--- src/rtl/project_mux_pkg.sv ---
// ---------------------------------------------------------------------------
// project_mux_pkg
// Shared types and default parameter values for the project output mux.
//   state_t       : switch-sequencing FSM states
//   DEF_*         : default values for the project_output_mux parameters
// ---------------------------------------------------------------------------
package project_mux_pkg;

    typedef enum logic [1:0] {
        ST_RUN    = 2'd0,
        ST_SETTLE = 2'd1,
        ST_PULSE  = 2'd2
    } state_t;

    localparam int DEF_NUM_PROJ      = 8;
    localparam int DEF_OUT_W         = 11;
    localparam int DEF_SEL_W         = 3;
    localparam int DEF_SYNC_STAGES   = 2;
    localparam int DEF_STABLE_CYCLES = 4;
    localparam int DEF_RST_CYCLES    = 4;

endpackage

--- src/rtl/sel_synchronizer.sv ---
// ---------------------------------------------------------------------------
// sel_synchronizer
// N-stage multi-bit flop chain bringing the asynchronous pad select into the
// clk domain. Multi-bit skew is tolerated because the consumer requires the
// synchronised value to be stable for several cycles before using it.
//   clk  : clock
//   rst  : synchronous active-high reset, clears every stage
//   d_i  : asynchronous input
//   q_o  : last synchronised stage
// ---------------------------------------------------------------------------
module sel_synchronizer #(
    parameter int WIDTH  = 3,
    parameter int STAGES = 2
) (
    input  logic             clk,
    input  logic             rst,
    input  logic [WIDTH-1:0] d_i,
    output logic [WIDTH-1:0] q_o
);

    logic [WIDTH-1:0] stage_q [STAGES];

    always_ff @(posedge clk) begin
        if (rst) begin
            for (int i = 0; i < STAGES; i++) begin
                stage_q[i] <= '0;
            end
        end else begin
            stage_q[0] <= d_i;
            for (int i = 1; i < STAGES; i++) begin
                stage_q[i] <= stage_q[i-1];
            end
        end
    end

    assign q_o = stage_q[STAGES-1];

endmodule

--- src/rtl/project_output_mux.sv ---
// ---------------------------------------------------------------------------
// project_output_mux
// Selects one of NUM_PROJ project output buses onto the shared pad outputs.
// A new select must be stable for STABLE_CYCLES before it is committed; the
// outputs are blanked while switching and the new project gets a reset pulse
// of RST_CYCLES.
//   clk            : clock
//   rst            : synchronous active-high reset
//   design_sel_in  : asynchronous pad select
//   proj_out_in    : flattened project outputs, project p at [p*OUT_W +: OUT_W]
//   mux_out        : registered pad outputs
//   proj_rst_out   : per-project active-high reset
//   active_sel_out : committed select
//   switching_out  : high whenever the FSM is not in RUN
//
// state     | meaning
// ----------+---------------------------------------------------------------
// ST_RUN    | committed project drives mux_out
// ST_SETTLE | candidate select waiting to be stable; outputs blanked
// ST_PULSE  | committed project held in reset; outputs blanked
// ---------------------------------------------------------------------------
module project_output_mux
    import project_mux_pkg::*;
#(
    parameter int NUM_PROJ      = DEF_NUM_PROJ,
    parameter int OUT_W         = DEF_OUT_W,
    parameter int SEL_W         = DEF_SEL_W,
    parameter int SYNC_STAGES   = DEF_SYNC_STAGES,
    parameter int STABLE_CYCLES = DEF_STABLE_CYCLES,
    parameter int RST_CYCLES    = DEF_RST_CYCLES
) (
    input  logic                      clk,
    input  logic                      rst,
    input  logic [SEL_W-1:0]          design_sel_in,
    input  logic [NUM_PROJ*OUT_W-1:0] proj_out_in,
    output logic [OUT_W-1:0]          mux_out,
    output logic [NUM_PROJ-1:0]       proj_rst_out,
    output logic [SEL_W-1:0]          active_sel_out,
    output logic                      switching_out
);

    localparam int CNT_MAX = (STABLE_CYCLES > RST_CYCLES) ? STABLE_CYCLES : RST_CYCLES;
    localparam int CNT_W   = (CNT_MAX > 1) ? $clog2(CNT_MAX) : 1;
    localparam logic [CNT_W-1:0] STABLE_LAST = CNT_W'(STABLE_CYCLES - 1);
    localparam logic [CNT_W-1:0] RST_LAST    = CNT_W'(RST_CYCLES - 1);

    // Out-of-range selects map to an all-zero vector.
    function automatic logic [NUM_PROJ-1:0] sel_onehot(input logic [SEL_W-1:0] s);
        logic [NUM_PROJ-1:0] oh;
        oh = '0;
        for (int p = 0; p < NUM_PROJ; p++) begin
            oh[p] = (int'(s) == p);
        end
        return oh;
    endfunction

    logic [SEL_W-1:0] sel_sync;

    sel_synchronizer #(
        .WIDTH  (SEL_W),
        .STAGES (SYNC_STAGES)
    ) u_sync (
        .clk (clk),
        .rst (rst),
        .d_i (design_sel_in),
        .q_o (sel_sync)
    );

    state_t              state_q,  state_d;
    logic [SEL_W-1:0]    cand_q,   cand_d;
    logic [CNT_W-1:0]    cnt_q,    cnt_d;
    logic [SEL_W-1:0]    active_q, active_d;
    logic [NUM_PROJ-1:0] prst_q,   prst_d;
    logic [OUT_W-1:0]    mux_q,    mux_d;

    always_ff @(posedge clk) begin
        if (rst) begin
            state_q  <= ST_PULSE;
            cand_q   <= '0;
            cnt_q    <= '0;
            active_q <= '0;
            prst_q   <= '1;
            mux_q    <= '0;
        end else begin
            state_q  <= state_d;
            cand_q   <= cand_d;
            cnt_q    <= cnt_d;
            active_q <= active_d;
            prst_q   <= prst_d;
            mux_q    <= mux_d;
        end
    end

    always_comb begin
        state_d  = state_q;
        cand_d   = cand_q;
        cnt_d    = cnt_q;
        active_d = active_q;
        prst_d   = prst_q;
        unique case (state_q)
            ST_RUN: begin
                if (sel_sync != active_q) begin
                    state_d = ST_SETTLE;
                    cand_d  = sel_sync;
                    cnt_d   = '0;
                end
            end
            ST_SETTLE: begin
                if (sel_sync == active_q) begin
                    state_d = ST_RUN;
                end else if (sel_sync != cand_q) begin
                    cand_d = sel_sync;
                    cnt_d  = '0;
                end else if (cnt_q == STABLE_LAST) begin
                    state_d  = ST_PULSE;
                    active_d = cand_q;
                    cnt_d    = '0;
                    prst_d   = sel_onehot(cand_q);
                end else begin
                    cnt_d = cnt_q + CNT_W'(1);
                end
            end
            ST_PULSE: begin
                if (cnt_q == RST_LAST) begin
                    state_d = ST_RUN;
                    prst_d  = '0;
                end else begin
                    cnt_d = cnt_q + CNT_W'(1);
                end
            end
            default: begin
                state_d = ST_PULSE;
                cnt_d   = '0;
            end
        endcase
    end

    // Only a committed, in-range select in RUN reaches the pads.
    always_comb begin
        mux_d = '0;
        for (int p = 0; p < NUM_PROJ; p++) begin
            if (state_q == ST_RUN && int'(active_q) == p) begin
                mux_d = proj_out_in[p*OUT_W +: OUT_W];
            end
        end
    end

    assign mux_out        = mux_q;
    assign proj_rst_out   = prst_q;
    assign active_sel_out = active_q;
    assign switching_out  = (state_q != ST_RUN);

endmodule

--- config.mk ---
export PLATFORM = sky130hd
export DESIGN_NAME = project_output_mux
export DESIGN_NICKNAME = d
export VERILOG_FILES = /design/src/rtl/project_mux_pkg.sv /design/src/rtl/sel_synchronizer.sv /design/src/rtl/project_output_mux.sv
export SDC_FILE = /design/constraint.sdc
export NUM_CORES = 1
export LEC_CHECK = 0
export ABC_AREA = 1
export BUFFER_PORTS_ARGS = -buffer_cell sky130_fd_sc_hd__clkbuf_2
export CAP_MARGIN = 0
export CORE_ASPECT_RATIO = 1.25
export CORE_MARGIN = 1.5
export CORE_UTILIZATION = 46
export CTS_CLUSTER_DIAMETER = 100
export DETAILED_ROUTE_END_ITERATION = 10
export MAX_ROUTING_LAYER = met4
export PLACE_DENSITY = 0.85
export SYNTH_ARGS = -nofsm -noshare
export SYNTH_HDL_FRONTEND = slang
export SYNTH_SLANG_ARGS = --single-unit
--- constraint.sdc ---
create_clock -name clk -period 2.16 [get_ports clk]
set_clock_uncertainty 0.1 [all_clocks]
set_input_delay 0.432 -clock clk [delete_from_list [all_inputs] [get_ports clk]]
set_output_delay 0.432 -clock clk [all_outputs]
set_load 0.02 [all_outputs]
== Yosys cells after proc, flatten, opt, wreduce, memory -nomap -nowiden ==
Memories as Yosys holds them, arrays and structs flattened.
Cells that the tools add are included.

* Register bits: 29
* RAM bits: 6
* Output and inout bits: 23
* Memories kept: 1

* $add $sub $neg: 1
* Eq/ne operators: 29
* Muxes and demuxes: 34
* Bitwise gates (word level): 4
* Reductions and logical operators: 19

{| class="wikitable"
|+ Memories
! name !! depth !! bits a word !! read ports !! clocked after Yosys merged registers in !! write ports !! line !! RTL
|-
| u_sync.stage_q || 2 || 3 || 2 || 0 || 2 || sel_synchronizer.sv:21 || <nowiki>logic [WIDTH-1:0] stage_q [STAGES];</nowiki>
|}

{| class="wikitable"
|+ Operators with widths
! kind !! number
|-
| 11-bit two-way mux || 8
|-
| 8-bit two-way mux || 4
|-
| 3-bit equality test, second input constant || 8
|-
| 2-bit two-way mux || 10
|-
| 8-bit one-hot mux with 2 select lines || 1
|-
| 3-bit two-way mux || 5
|-
| 2-bit != test, second input constant || 7
|-
| 3-bit by 2-bit equality test with 1-bit output, second input constant || 4
|-
| 2-bit one-hot mux with 3 select lines || 2
|-
| 4-bit AND reduction || 3
|-
| 1-bit logical AND || 8
|-
| 3-bit by 1-bit equality test with 1-bit output, second input constant || 2
|-
| 3-bit zero test || 2
|-
| 3-bit != test || 2
|-
| 3-bit != test, second input constant || 2
|-
| 3-bit one-hot mux with 2 select lines || 1
|-
| 2-bit nonzero test || 3
|-
| 5-bit AND reduction || 1
|-
| 2-bit equality test, second input constant || 2
|-
| 3-bit equality test || 1
|-
| 1-bit two-way mux || 3
|-
| 3-bit AND reduction || 1
|-
| 2-bit by 1-bit adder with 2-bit output, second input constant || 1
|-
| 2-bit by 1-bit equality test with 1-bit output, second input constant || 1
|-
| other kinds (3) || 5
|}

== Logic depth before layout (Yosys ltp) ==
* Depth after elaboration: 10
* Mapped depth: 12
* Gate-level depth less buffers: 12

== Hierarchy ==
Synthesis repeated with hierarchy kept, for this count alone.

* Cells, all modules: 374
* Area total of the unflattened synthesis: 2255.9 um^2

{| class="wikitable"
|+ Modules (own cells, without submodules)
! module !! times used !! cells an instance !! area an instance (um^2) !! seq. area each (um^2)
|-
| project_output_mux || 1 || 353 || 2068.2 || 580.6
|-
| sel_synchronizer || 1 || 21 || 187.7 || 120.1
|}

== Least setup slack after synthesis ==
No wires, ideal clock.

* Kind: flip-flop to flip-flop
* Start point: register state_q[0]
* End point: register mux_q[0], in the netlist mux_out[0]
* Setup time: 109 ps
* Arrival: 1506 ps
* Slack: 445 ps
* Cell stages (with the launch flop): 13
* Clock period less this slack: 1715 ps
* Path through: dfxtp_1 -> inv_1 -> ha_1 -> inv_1 -> nor2_1 -> nand2_1 -> inv_2 -> nand2_1 -> nand3_1 -> nor2_1 -> nand4_1 -> nand2_1 -> inv_1

* Cells in the longest elaborated chain, start to end: 10

{| class="wikitable"
|+ RTL lines
! what !! line !! RTL
|-
| start: declaration || project_output_mux.sv:69 || <nowiki>state_t state_q, state_d;</nowiki>
|-
| start signal: assignment || project_output_mux.sv:85 || <nowiki>state_q <= state_d;</nowiki>
|-
| 2-bit zero test * || project_output_mux.sv:142 || <nowiki>if (state_q == ST_RUN && int'(active_q) == p) begin</nowiki>
|-
| 1-bit logical AND || project_output_mux.sv:142 ||
|-
| 11-bit two-way mux (7 in a row) || project_output_mux.sv:142 ||
|-
| 11-bit two-way mux * || project_output_mux.sv:142 ||
|-
| end signal: assignment || project_output_mux.sv:90 || <nowiki>mux_q <= mux_d;</nowiki>
|-
| end: declaration || project_output_mux.sv:74 || <nowiki>logic [OUT_W-1:0] mux_q, mux_d;</nowiki>
|}

Every way passes the cells marked *; elsewhere a longest branch is shown, timed or not.
A chain may end at the register's enable or synchronous reset.

== Worst setup path in the final report ==
* Start point: register state_q[0]
* End point: register mux_q[9], in the netlist mux_out[9]

The elaborated chain is that of the path after synthesis.

==> out/summary.txt <==
status -> finished clean
min-delay worst type -> in -> reg
H-tree levels -> 2
IO Port Bufs -> 115
Syn Inst Count -> 387
setup TNS -> 0 ns
Die Wd -> 66.0 um
unrepaired setup endpoints after global routing -> false
Core Area -> 4760 sq um
Seq pwr share -> 0.349
mapped cell area -> 2280 sq um
Hold Fails Final Rpt -> 0
Layout Nets -> 604
first-pass GRT wire length -> 10.4 mm
FF+latch count, synth -> 35
leading area contributor after synthesis -> dfxtp_1
internal power -> 1.40 mW
Slew @ Worst Pin -> 0.508 ns
Setup CP Type -> reg -> reg
switching power -> 0.910 mW
syn avg cell area -> 5.90 sq um
syn_nets -> 486
Area growth syn-to-layout -> 32.3%
FP Rows -> 28
WP data required -> 2.25 ns
Slew HR -> 0.659
Sw Ratio -> 0.393
CTS Buf Count -> 5
Initial Util -> 0.479
total global-route track usage -> 0.255
final setup vio count -> 0
post-cts resize count -> 0
antenna diode count -> 0
Slew Limit Fails -> 0
clk sink count -> 35
Max IR drop VDD -> 0.000334 V
max frequency -> 525 MHz
initial antenna violation count -> 0
DRT iter0 DRCs -> 132
hpwl dp -> 5.10 mm
Routed Antenna Nets -> 0
DRC -> 0
cts hold-fix bufs -> 0
worst-skew pair later-pin latency -> 0.29 ns
critical path arrival -> 2.00 ns
# fillers -> 460
share of cells above drive strength 1 -> 0.275
final RePlAce weighted congestion -> 0.853
commonest non-fill, non-tap cell in the layout -> nand2_1
largest net degree at the start of global routing -> 19
vias in the first global route -> 2,495
total gr overflow -> 0
Comb pwr share -> 0.424
CTS tree -> yes
CP Launch Type -> flop
synth top area cells -> dfxtp_1, nand2_1, nor2_1, inv_1, nand3_1
final worst-path cycle share -> 0.882
Longest Clk Path Bufs -> 2
most frequent cells in the layout -> nand2_1, clkbuf_2, nor2_1
dpl cells -> 558
clock transition at the register clock pins on the worst setup and hold paths after CTS -> 0.07 ns
power density over cell area -> 766 nW/um^2
vias after detailed routing -> 2,709
Seq/Total Area, Yosys -> 0.307
clock network fraction of total power -> 0.227
Die ar. -> 5400 sq um
DRT Pass-1 Iters -> 4
Critical Path End Type -> flop
final WL -> 6.22 mm
top cell type's share of synthesized area -> 0.307
wire per inst -> 11.0 um
drt via density -> 4.79
Finished Layout Cells -> 566
Tmin final -> 1.90 ns
Setup Buffers After CTS -> 0
Syn. warnings -> 0
leakage power -> 1.72 nW
count of cell types in the netlist -> 25
clock root buffer -> clkbuf_8
chip height -> 81.8 um
I/O pin cnt -> 116
max_cap viols -> 0
crit path max fanout -> 11
-- worst paths after layout --
path	start	endpoint	slack, ns	depth (start not counted)
worst max-delay path	state_q[0]	mux_out[9]	0.26	8
worst min-delay path	design_sel_in[1]	u_sync.stage_q[0][1]	0.23	3
worst max register to register	state_q[0]	mux_out[9]	0.26	8
worst min register to register	u_sync.stage_q[0][2]	u_sync.stage_q[0][5]	0.31	2
-- Yosys cell counts (all sizes together) --
cell      n
clkbuf    1
nor3      1
buf       7
inv      60
nand4    11
clkinv    1
dfxtp    35
a21oi    21
nor2     65
ha        6
nand2   126
or2       4
o21ai     6
xnor2     3
nand3b    1
nand3    39
-- cell families (layout without fill, tap and decap cells) --
| logic type | count (synthesis) | count (layout) | share of synthesized area |
|---|---|---|---|
| simple gates | 247 | 247 | 0.467 |
| compound gates | 27 | 27 | 0.0625 |
| flops | 35 | 35 | 0.307 |
| buf+inv | 69 | 188 | 0.119 |
| xor+xnor | 3 | 3 | 0.0115 |
| fa+ha+maj | 6 | 6 | 0.0329 |
-- stage by stage --
step	power (mW)	hold slack (ns)	utilization	area (sq um)	worst slack, ns
global placement	1.76	0.294	0.613	2920	0.343
floorplan	1.50	0.288	-	2280	0.445
finish	2.31	0.228	0.634	3020	0.256
CTS	2.33	0.215	0.634	3020	0.263
detailed placement	1.79	0.303	0.613	2920	0.274
global route	2.51	0.225	0.634	3020	0.0320
-- power groups by stage --
| stage | Sequential, mW | Clock [mW] | Combinational (mW) |
|---|---|---|---|
| floorplan | 0.862 | 0 | 0.641 |
| global placement | 0.817 | 0 | 0.942 |
| detailed placement | 0.822 | 0 | 0.971 |
| CTS | 0.808 | 0.536 | 0.984 |
| global route | 0.820 | 0.566 | 1.13 |
| finish | 0.808 | 0.524 | 0.981 |
-- layer usage --
metal / track usage / routed length [um] / vias to the layer above
li1: - / - / 1424
met1: 0.270 / 2480 / 1152
met2: 0.448 / 3180 / 118
met3: 0.0438 / 391 / 15
met4: 0.143 / 173 / 0
met5: - / 0 / -
-- sequential cells by signal, summed over array words and instances, names as in the netlist --
name	count
mux_out	11
state_q	2
cand_q	3
u_sync.stage_q	6
cnt_q	2
active_sel_out	3
proj_rst_out	8
-- area by class of cell --
cell class                      count  area [sq um]  area share
Multi-Input combinational cell    283          1310       0.434
Sequential cell                    35           701       0.232
Timing Repair Buffer              119           606       0.200
Inverter                           61           229      0.0758
Clock buffer                        8           100      0.0331
Tap cell                           60          75.1      0.0248
-- worst max-delay path: stages (launching register included) --
cell     delay, ns
dfxtp_1       0.39
inv_1         0.10
ha_1          0.27
nand3_1       0.34
inv_1         0.22
a21oi_1       0.17
nand4_1       0.11
nand2_1       0.07
inv_1         0.03
Note: power is estimated with default switching activity, not from simulation.
